## config.mk

```make
export PLATFORM = sky130hd
export DESIGN_NAME = packet_framer
export DESIGN_NICKNAME = d
export VERILOG_FILES = /design/src/rtl/packet_framer.sv
export SDC_FILE = /design/constraint.sdc
export NUM_CORES = 1
export LEC_CHECK = 0
export ABC_AREA = 1
export CORE_ASPECT_RATIO = 0.75
export CORE_MARGIN = 5
export CORE_UTILIZATION = 45
export DETAILED_ROUTE_END_ITERATION = 12
export DONT_BUFFER_PORTS = 1
export SYNTH_ARGS = -nofsm -noshare
export SYNTH_HDL_FRONTEND = slang
export SYNTH_SLANG_ARGS = --single-unit
export TNS_END_PERCENT = 20
```

## constraint.sdc

```tcl
create_clock -name clk -period 2.3 [get_ports clk]
set_input_delay 0.23 -clock clk [delete_from_list [all_inputs] [get_ports clk]]
set_output_delay 0.23 -clock clk [all_outputs]
set_load 0.05 [all_outputs]
```

## src/rtl/packet_framer.sv

```systemverilog
`default_nettype none
// ============================================================================
//  Module   : packet_framer
//  Purpose  : Bit-serial packet transmitter: 16-bit sync header, command word,
//             then a counted payload pulled from a valid/ready bit source.
//  Revision : 1.0  initial release
// ============================================================================
module packet_framer #(
    parameter int          COMMAND_WIDTH     = 16,
    parameter logic [15:0] HEADER            = 16'hBACD,
    parameter int          PAYLOAD_LEN_WIDTH = 24
) (
    input  logic                         clk,
    input  logic                         rst,
    input  logic                         start,
    input  logic [COMMAND_WIDTH-1:0]     command,
    input  logic [PAYLOAD_LEN_WIDTH-1:0] payload_len,
    input  logic                         payload_bit,
    input  logic                         payload_valid,
    output logic                         payload_ready,
    input  logic                         tx_ready,
    output logic                         output_bit,
    output logic                         is_new_output_bit,
    output logic                         busy,
    output logic                         done
);

    // The index must also cover the 16-bit header, hence the floor of 4 bits.
    localparam int CMD_CLOG = $clog2(COMMAND_WIDTH);
    localparam int IDX_W    = (CMD_CLOG < 4) ? 4 : CMD_CLOG;

    localparam logic [IDX_W-1:0]             C_HDR_LAST = IDX_W'(15);
    localparam logic [IDX_W-1:0]             C_CMD_LAST = IDX_W'(COMMAND_WIDTH - 1);
    localparam logic [PAYLOAD_LEN_WIDTH-1:0] C_CNT_ONE  = PAYLOAD_LEN_WIDTH'(1);

    typedef enum logic [1:0] {
        S_IDLE    = 2'd0,
        S_HEADER  = 2'd1,
        S_COMMAND = 2'd2,
        S_PAYLOAD = 2'd3
    } state_t;

    state_t                         state_q, state_d;
    logic [IDX_W-1:0]               idx_q, idx_d;
    logic [COMMAND_WIDTH-1:0]       cmd_q, cmd_d;
    logic [PAYLOAD_LEN_WIDTH-1:0]   cnt_q, cnt_d;
    logic                           out_bit_q, out_bit_d;
    logic                           strobe_q, strobe_d;
    logic                           done_q, done_d;

    always_ff @(posedge clk or posedge rst) begin
        if (rst) begin
            state_q   <= S_IDLE;
            idx_q     <= '0;
            cmd_q     <= '0;
            cnt_q     <= '0;
            out_bit_q <= 1'b0;
            strobe_q  <= 1'b0;
            done_q    <= 1'b0;
        end else begin
            state_q   <= state_d;
            idx_q     <= idx_d;
            cmd_q     <= cmd_d;
            cnt_q     <= cnt_d;
            out_bit_q <= out_bit_d;
            strobe_q  <= strobe_d;
            done_q    <= done_d;
        end
    end

    always_comb begin
        state_d   = state_q;
        idx_d     = idx_q;
        cmd_d     = cmd_q;
        cnt_d     = cnt_q;
        out_bit_d = out_bit_q;
        strobe_d  = 1'b0;
        done_d    = 1'b0;

        unique case (state_q)
            S_IDLE: begin
                if (start) begin
                    cmd_d   = command;
                    cnt_d   = payload_len;
                    idx_d   = C_HDR_LAST;
                    state_d = S_HEADER;
                end
            end

            S_HEADER: begin
                if (tx_ready) begin
                    out_bit_d = HEADER[idx_q[3:0]];
                    strobe_d  = 1'b1;
                    if (idx_q == '0) begin
                        idx_d   = C_CMD_LAST;
                        state_d = S_COMMAND;
                    end else begin
                        idx_d = idx_q - IDX_W'(1);
                    end
                end
            end

            S_COMMAND: begin
                // The latched word shifts out MSB-first; idx only counts bits.
                if (tx_ready) begin
                    out_bit_d = cmd_q[COMMAND_WIDTH-1];
                    cmd_d     = {cmd_q[COMMAND_WIDTH-2:0], 1'b0};
                    strobe_d  = 1'b1;
                    if (idx_q == '0) begin
                        if (cnt_q == '0) begin
                            done_d  = 1'b1;
                            state_d = S_IDLE;
                        end else begin
                            state_d = S_PAYLOAD;
                        end
                    end else begin
                        idx_d = idx_q - IDX_W'(1);
                    end
                end
            end

            S_PAYLOAD: begin
                if (payload_valid && tx_ready) begin
                    out_bit_d = payload_bit;
                    strobe_d  = 1'b1;
                    cnt_d     = cnt_q - C_CNT_ONE;
                    if (cnt_q == C_CNT_ONE) begin
                        done_d  = 1'b1;
                        state_d = S_IDLE;
                    end
                end
            end

            default: state_d = S_IDLE;
        endcase
    end

    assign payload_ready     = (state_q == S_PAYLOAD) && tx_ready;
    assign busy              = (state_q != S_IDLE);
    assign output_bit        = out_bit_q;
    assign is_new_output_bit = strobe_q;
    assign done              = done_q;

endmodule
`default_nettype wire

```

==> Word-level counts from Yosys, hierarchy flattened <==
Memory sizes are Yosys's and may differ from the RTL's.
Cells that the tools add are included.
{ "word_totals": {"reg_bits": 49, "latch_bits": 0, "ram_bits": 0, "rom_bits": 16, "output_inout_bits": 5, "elab_cells": 74, "mem_count": 1} }
{ "classes": {"n_addsub": 2, "mul": 0, "div": 0, "n_lt_le_gt_ge": 1, "eq_ne": 12, "n_shift": 0, "muxes": 35, "bitwise_logic": 0, "n_reduce_logical": 16} }
{ "mem_list": {"columns": ["memory", "words", "width", "rd", "rd_clocked_by_memory_dff", "write_ports", "line", "rtl"], "rows": [
  ["(no name shown)", 16, 1, 1, 0, 0, "92", "out_bit_d = HEADER[idx_q[3:0]];"]
]} }
{ "op_table": {"columns": ["op", "n"], "rows": [
  ["24-bit 2-to-1 mux", 2],
  ["24-bit case mux with 2 select lines", 1],
  ["16-bit 2-to-1 mux", 2],
  ["16-bit case mux with 2 select lines", 1],
  ["24-bit by 1-bit equality test with 1-bit output (second input constant)", 1],
  ["24-bit logical NOT", 1],
  ["24-bit by 1-bit subtractor with 24-bit output (second input constant)", 1],
  ["4-bit 2-to-1 mux", 5],
  ["2-bit 2-to-1 mux", 8],
  ["2-bit != test (second input constant)", 8],
  ["4-bit case mux with 3 select lines", 1],
  ["1-bit 2-to-1 mux", 11],
  ["2-bit case mux with 4 select lines", 1],
  ["7-bit AND reduction", 1],
  ["3-bit AND reduction", 2],
  ["2-bit nonzero test", 3],
  ["3-bit nonzero test", 2],
  ["4-bit by 5-bit < comparator with 1-bit output (second input constant)", 1],
  ["5-bit AND reduction", 1],
  ["2-bit equality test (second input constant)", 2],
  ["4-bit logical NOT", 1],
  ["1-bit case mux with 2 select lines", 2],
  ["4-bit AND reduction", 1],
  ["4-bit by 1-bit subtractor with 4-bit output (second input constant)", 1],
  ["5 further kinds", 6]
]} }

==> Logic depth before layout (Yosys ltp) <==
{ "logic_depth": {"ltp_word": 5, "mapped_depth": 12} }

==> Worst setup path before layout <==
OpenSTA, ideal clock, no wires.
{ "synth_timing": {"path_type": "register to register", "from": "register state_q[0]", "to": "register cnt_q[0]", "arrival_ns": 1.784, "t_required_ns": 2.176, "slack_ns": 0.392, "stages_incl_launch_ff": 11, "n_path_buf": 2, "period_less_slack_ns": 1.908, "path_cell_list": "dfrtp_1 inv_1 ha_1 inv_1 nor2_2 nor2_1 nand2_2 buf_6 buf_8 a211oi_2 a21oi_2"} }
{ "synth_via": {"elab_chain_len": 3, "word_cells_on_any_way": 7} }
{ "synth_lines": {"columns": ["item", "line", "rtl"], "rows": [
  ["start, declared", "43", "state_t state_q, state_d;"],
  ["start signal, assigned", "61", "state_q <= state_d;"],
  ["2-bit equality test or 2-bit logical NOT (tied branches)", "80", "unique case (state_q)"],
  ["2-bit != test (no line) or 2-bit nonzero test (tied branches)", null, null],
  ["3-bit AND reduction (no line)", null, null],
  ["end signal, assigned", "64", "cnt_q <= cnt_d;"],
  ["end, declared", "46", "logic [PAYLOAD_LEN_WIDTH-1:0] cnt_q, cnt_d;"]
]} }
Parallel ways exist; a longest one is shown, timed or not.
A chain may end at the register's enable or synchronous reset.

==> Worst setup path after layout <==
{ "layout_timing": {"from": "register state_q[1]", "to": "output payload_ready"} }
{ "layout_via": {"elab_chain_len": 2} }
{ "layout_lines": {"columns": ["item", "line", "rtl"], "rows": [
  ["2-bit equality test", "138", "assign payload_ready = (state_q == S_PAYLOAD) && tx_ready;"],
  ["1-bit logical AND", "138", null],
  ["end, declared", "20", "output logic payload_ready,"]
]} }
No other way between the ends.

==> key figures <==
Global route
  • Number of global-route vias before repair: 2738
  • Gr usage total: around 18%
  • Global-route wire length before repair: 13.6 mm
  • Largest net degree at the start of global routing: between 40 and 50
  • GR Overflow Total: 0
  • Initial antenna violation count: 0

Min path
  • Hold Path Class: input pin to flip-flop

Timing
  • Part of the cycle the worst path needs: around 88%
  • RSZ-0062 raised after global routing: false
  • Pins Over Slew Limit: 0
  • Max Clk Rate: 493 MHz
  • Finish-stage setup viols: 0
  • Min Clock Period, post-route: approximately 2000 ps
  • Setup TNS Final: 0 ps
  • Fin. Hold Viols: 0
  • Setup Skew: 10.7 ps
  • Slew at the pin closest to its max-slew limit: 547 ps
  • Smallest hold slack: ~66 ps
  • Relative slew slack: roughly 63%

Floorplan
  • # IOs: just over 50
  • Chip height: 85.2 um
  • Starting Density: a little under half
  • Die W: approximately 110 um
  • # rows: 27
  • Die footprint: 9400 sq um
  • Core Box Area: ~7300 sq um

Logic synthesis
  • Ranking of synthesized cells by area: dfrtp_1 36%, nand2_1 13%, nor2_1 7.1%
  • Yosys Warn Count: 0
  • Register area share after synthesis: 36.1%
  • Area leader, netlist: dfrtp_1
  • Mapped cell area: around 3400 sq um
  • #FFs+latches synth: between 40 and 50
  • Post-Syn Instances: 479
  • Yosys top cell area share: 36.1%
  • Post-Syn Area per Cell: approximately 7.1 sq um
  • Distinct cell type count after synthesis: 35
  • Synthesized Nets: ~540

Critical path
  • Req. time, crit path: 2070 ps
  • Largest stage delay, worst path: 430 ps
  • CP startpoint kind: flip-flop
  • Setup crit end kind: primary output
  • Critical path cell sequence: ha_2, buf_4, nand2_1, inv_1, buf_4
  • CP Class: flip-flop to primary output
  • Crit-path max FO: 43
  • CP Data Arrival Time: 1800 ps
  • CP most frequent cell: buf_4
  • Slowest-stage cell, CP: dfrtp_1

Routing
  • WL/cell: approximately 14 um
  • DRT Wirelength: about 8 mm
  • Vias: slightly below 3000
  • Post-route DRC violation count: 0
  • Starting DRT DRC Count: ~130
  • 1st-pass router iterations: 4
  • Via density: between 5 and 6
  • Detail Route Antenna Nets: 0

Pwr
  • Worst VDD drop: approximately 580 uV
  • Leak: 1.62 nW
  • Switching power share of the total: 50.4%
  • Clock network fraction of total power: between 10% and 20%
  • Total Power: roughly 5 mW
  • Switching pwr: approximately 2.5 mW
  • Logic pwr share: 54.1%
  • Power density over the cells: between 1000 and 1500 nW/um^2
  • Internal power: approximately 2.4 mW
  • Flop pwr share: between 30% and 40%

Finish
  • Layout cells sized above 1: about a tenth
  • Design area: approximately 3600 sq um
  • Fin nets: 534
  • Area of the multi-input gates: 1800 sq um
  • Ant diodes: 0
  • Area grow syn2layout: 4.90%
  • Fill cells: 740
  • Sequential cell area: roughly 1200 sq um
  • Final core utilization: 48.6%

Clock tree
  • Cts repair resizes: 0
  • Reg clk slew, reported paths: roughly 110 ps
  • Clk root buf: clkbuf_8
  • Post-CTS setup buffers: 0
  • H-tree Lvls: 2
  • Clock sinks: ~50
  • CTS tree: yes
  • TritonCTS Buffers: 5
  • Worst-Skew Late Latency: 310 ps
  • Clock tree buffer depth: 2

Outcome
  • Status: finished clean

Place
  • Final HPWL DP: 5.98 mm
  • Area post-placement: between 3000 and 4000 sq um
  • Gpl congestion: slightly below 0.9
  • Port Buf Inserts: 0

Flow run
  • Max-Cap Viols: 0
## cell usage in the layout (no fill, tap or decap), drive strengths merged
cell | netlist | layout
a32oi | 1 | 1
nor2 | 79 | 79
inv | 61 | 62
o22ai | 5 | 5
dlygate4sd3 | 0 | 1
nor3 | 4 | 4
clkbuf | 6 | 5
o21ai | 44 | 44
a21oi | 19 | 19
xor2 | 3 | 3
dfrtp | 49 | 49
o21bai | 1 | 1
a22oi | 4 | 4
clkinv | 0 | 2
nand2 | 121 | 121
nand3b | 1 | 1
nand4 | 6 | 6
nand3 | 33 | 33
ha | 11 | 11
nor4 | 1 | 1
o211ai | 16 | 16
a211oi | 1 | 1
buf | 13 | 9
## layout make-up
class                   instances  area share, %
clock buffers                   5           1.93
clock inverters                 3          0.738
inverters                      61           6.50
multi-input cells             350           50.7
flip-flops and latches         49           34.4
well taps                     101           3.55
repair buffers                 10           2.18
## path summary, 6_finish.rpt
path / from / to / slack [ps] / cells past startpoint
worst min register to register: cmd_q[11] / cmd_q[11] / 530 / 2
min in group asynchronous: rst / cnt_q[9] / 340 / 2
worst max-delay path: state_q[1] / payload_ready / 270 / 5
worst min-delay path: command[7] / cmd_q[7] / 70 / 2
worst max register to register: state_q[0] / cmd_q[1] / 410 / 8
max in group asynchronous: rst / state_q[0] / 1350 / 3
## state kept, by name, indices dropped and copies added (netlist names)
signal / flops
done: 1
output_bit: 1
idx_q: 4
cmd_q: 16
cnt_q: 24
state_q: 2
is_new_output_bit: 1
## per-stage QoR
step / setup slack, ps / cells
5_1_grt: 122 / 579
3_3_place_gp: 462 / 570
6_report: 271 / 579
3_5_place_dp: 422 / 570
4_1_cts: 249 / 579
2_1_floorplan: 392 / 479
## critical path, delay by kind of cell (launching register included)
kind	cells	cell delay [ps]
DFF	1	430
and+or+nand+nor	1	90
adders and majority gates	1	270
buffers and inverters	3	690
## power groups by stage
| stage | combinational [mW] | clock, mW | sequential (mW) |
|---|---|---|---|
| 3_5_place_dp | 2.67 | 0 | 1.72 |
| 5_1_grt | 3.08 | 0.609 | 1.77 |
| 6_report | 2.67 | 0.548 | 1.71 |
| 4_1_cts | 2.68 | 0.570 | 1.71 |
| 3_3_place_gp | 2.61 | 0 | 1.72 |
| 2_1_floorplan | 2.30 | 0 | 1.63 |
## Yosys cell counts
cell / instances
nor4_1: 1
buf_6: 4
o21ai_0: 32
xor2_1: 3
nor3_1: 3
clkbuf_1: 6
nand2_1: 115
nand3_1: 32
nor2_1: 64
o22ai_2: 1
nor2_4: 6
inv_4: 1
a32oi_1: 1
o22ai_1: 4
nand2_2: 6
a22oi_1: 4
buf_2: 3
nand3b_1: 1
nand3_2: 1
a21oi_2: 2
o211ai_1: 16
ha_1: 11
o21ai_1: 12
nor3_4: 1
a21oi_1: 16
inv_1: 57
dfrtp_1: 49
inv_2: 3
buf_8: 1
nor2_2: 9
a21oi_4: 1
nand4_1: 6
a211oi_2: 1
buf_4: 5
o21bai_1: 1
## metal layers
layer / track usage, % / wire, um / vias up
met5: 0 / 0 / -
met4: 3.02 / 45 / 0
met3: 3.88 / 476 / 7
met2: 25.7 / 3330 / 75
met1: 28.3 / 4180 / 1343
li1: - / - / 1544
## logic make-up (layout without fill, tap and decap cells)
kind of cell | after synthesis | count (layout) | share of synthesized area, %
AOI/OAI and AO/OA | 91 | 91 | 16.2
and+or+nand+nor | 245 | 245 | 32.0
buffers and inverters | 80 | 79 | 10.8
xor gates and xnor gates | 3 | 3 | 0.774
adders and majority gates | 11 | 11 | 4.06
DFF | 49 | 49 | 36.1
## what timing repair did
item	in CTS	in global routing
hold buffers	1	0
setup endpoints to repair	0	0
endpoints found under the hold margin	13	0
(Power assumes the default switching activity.)
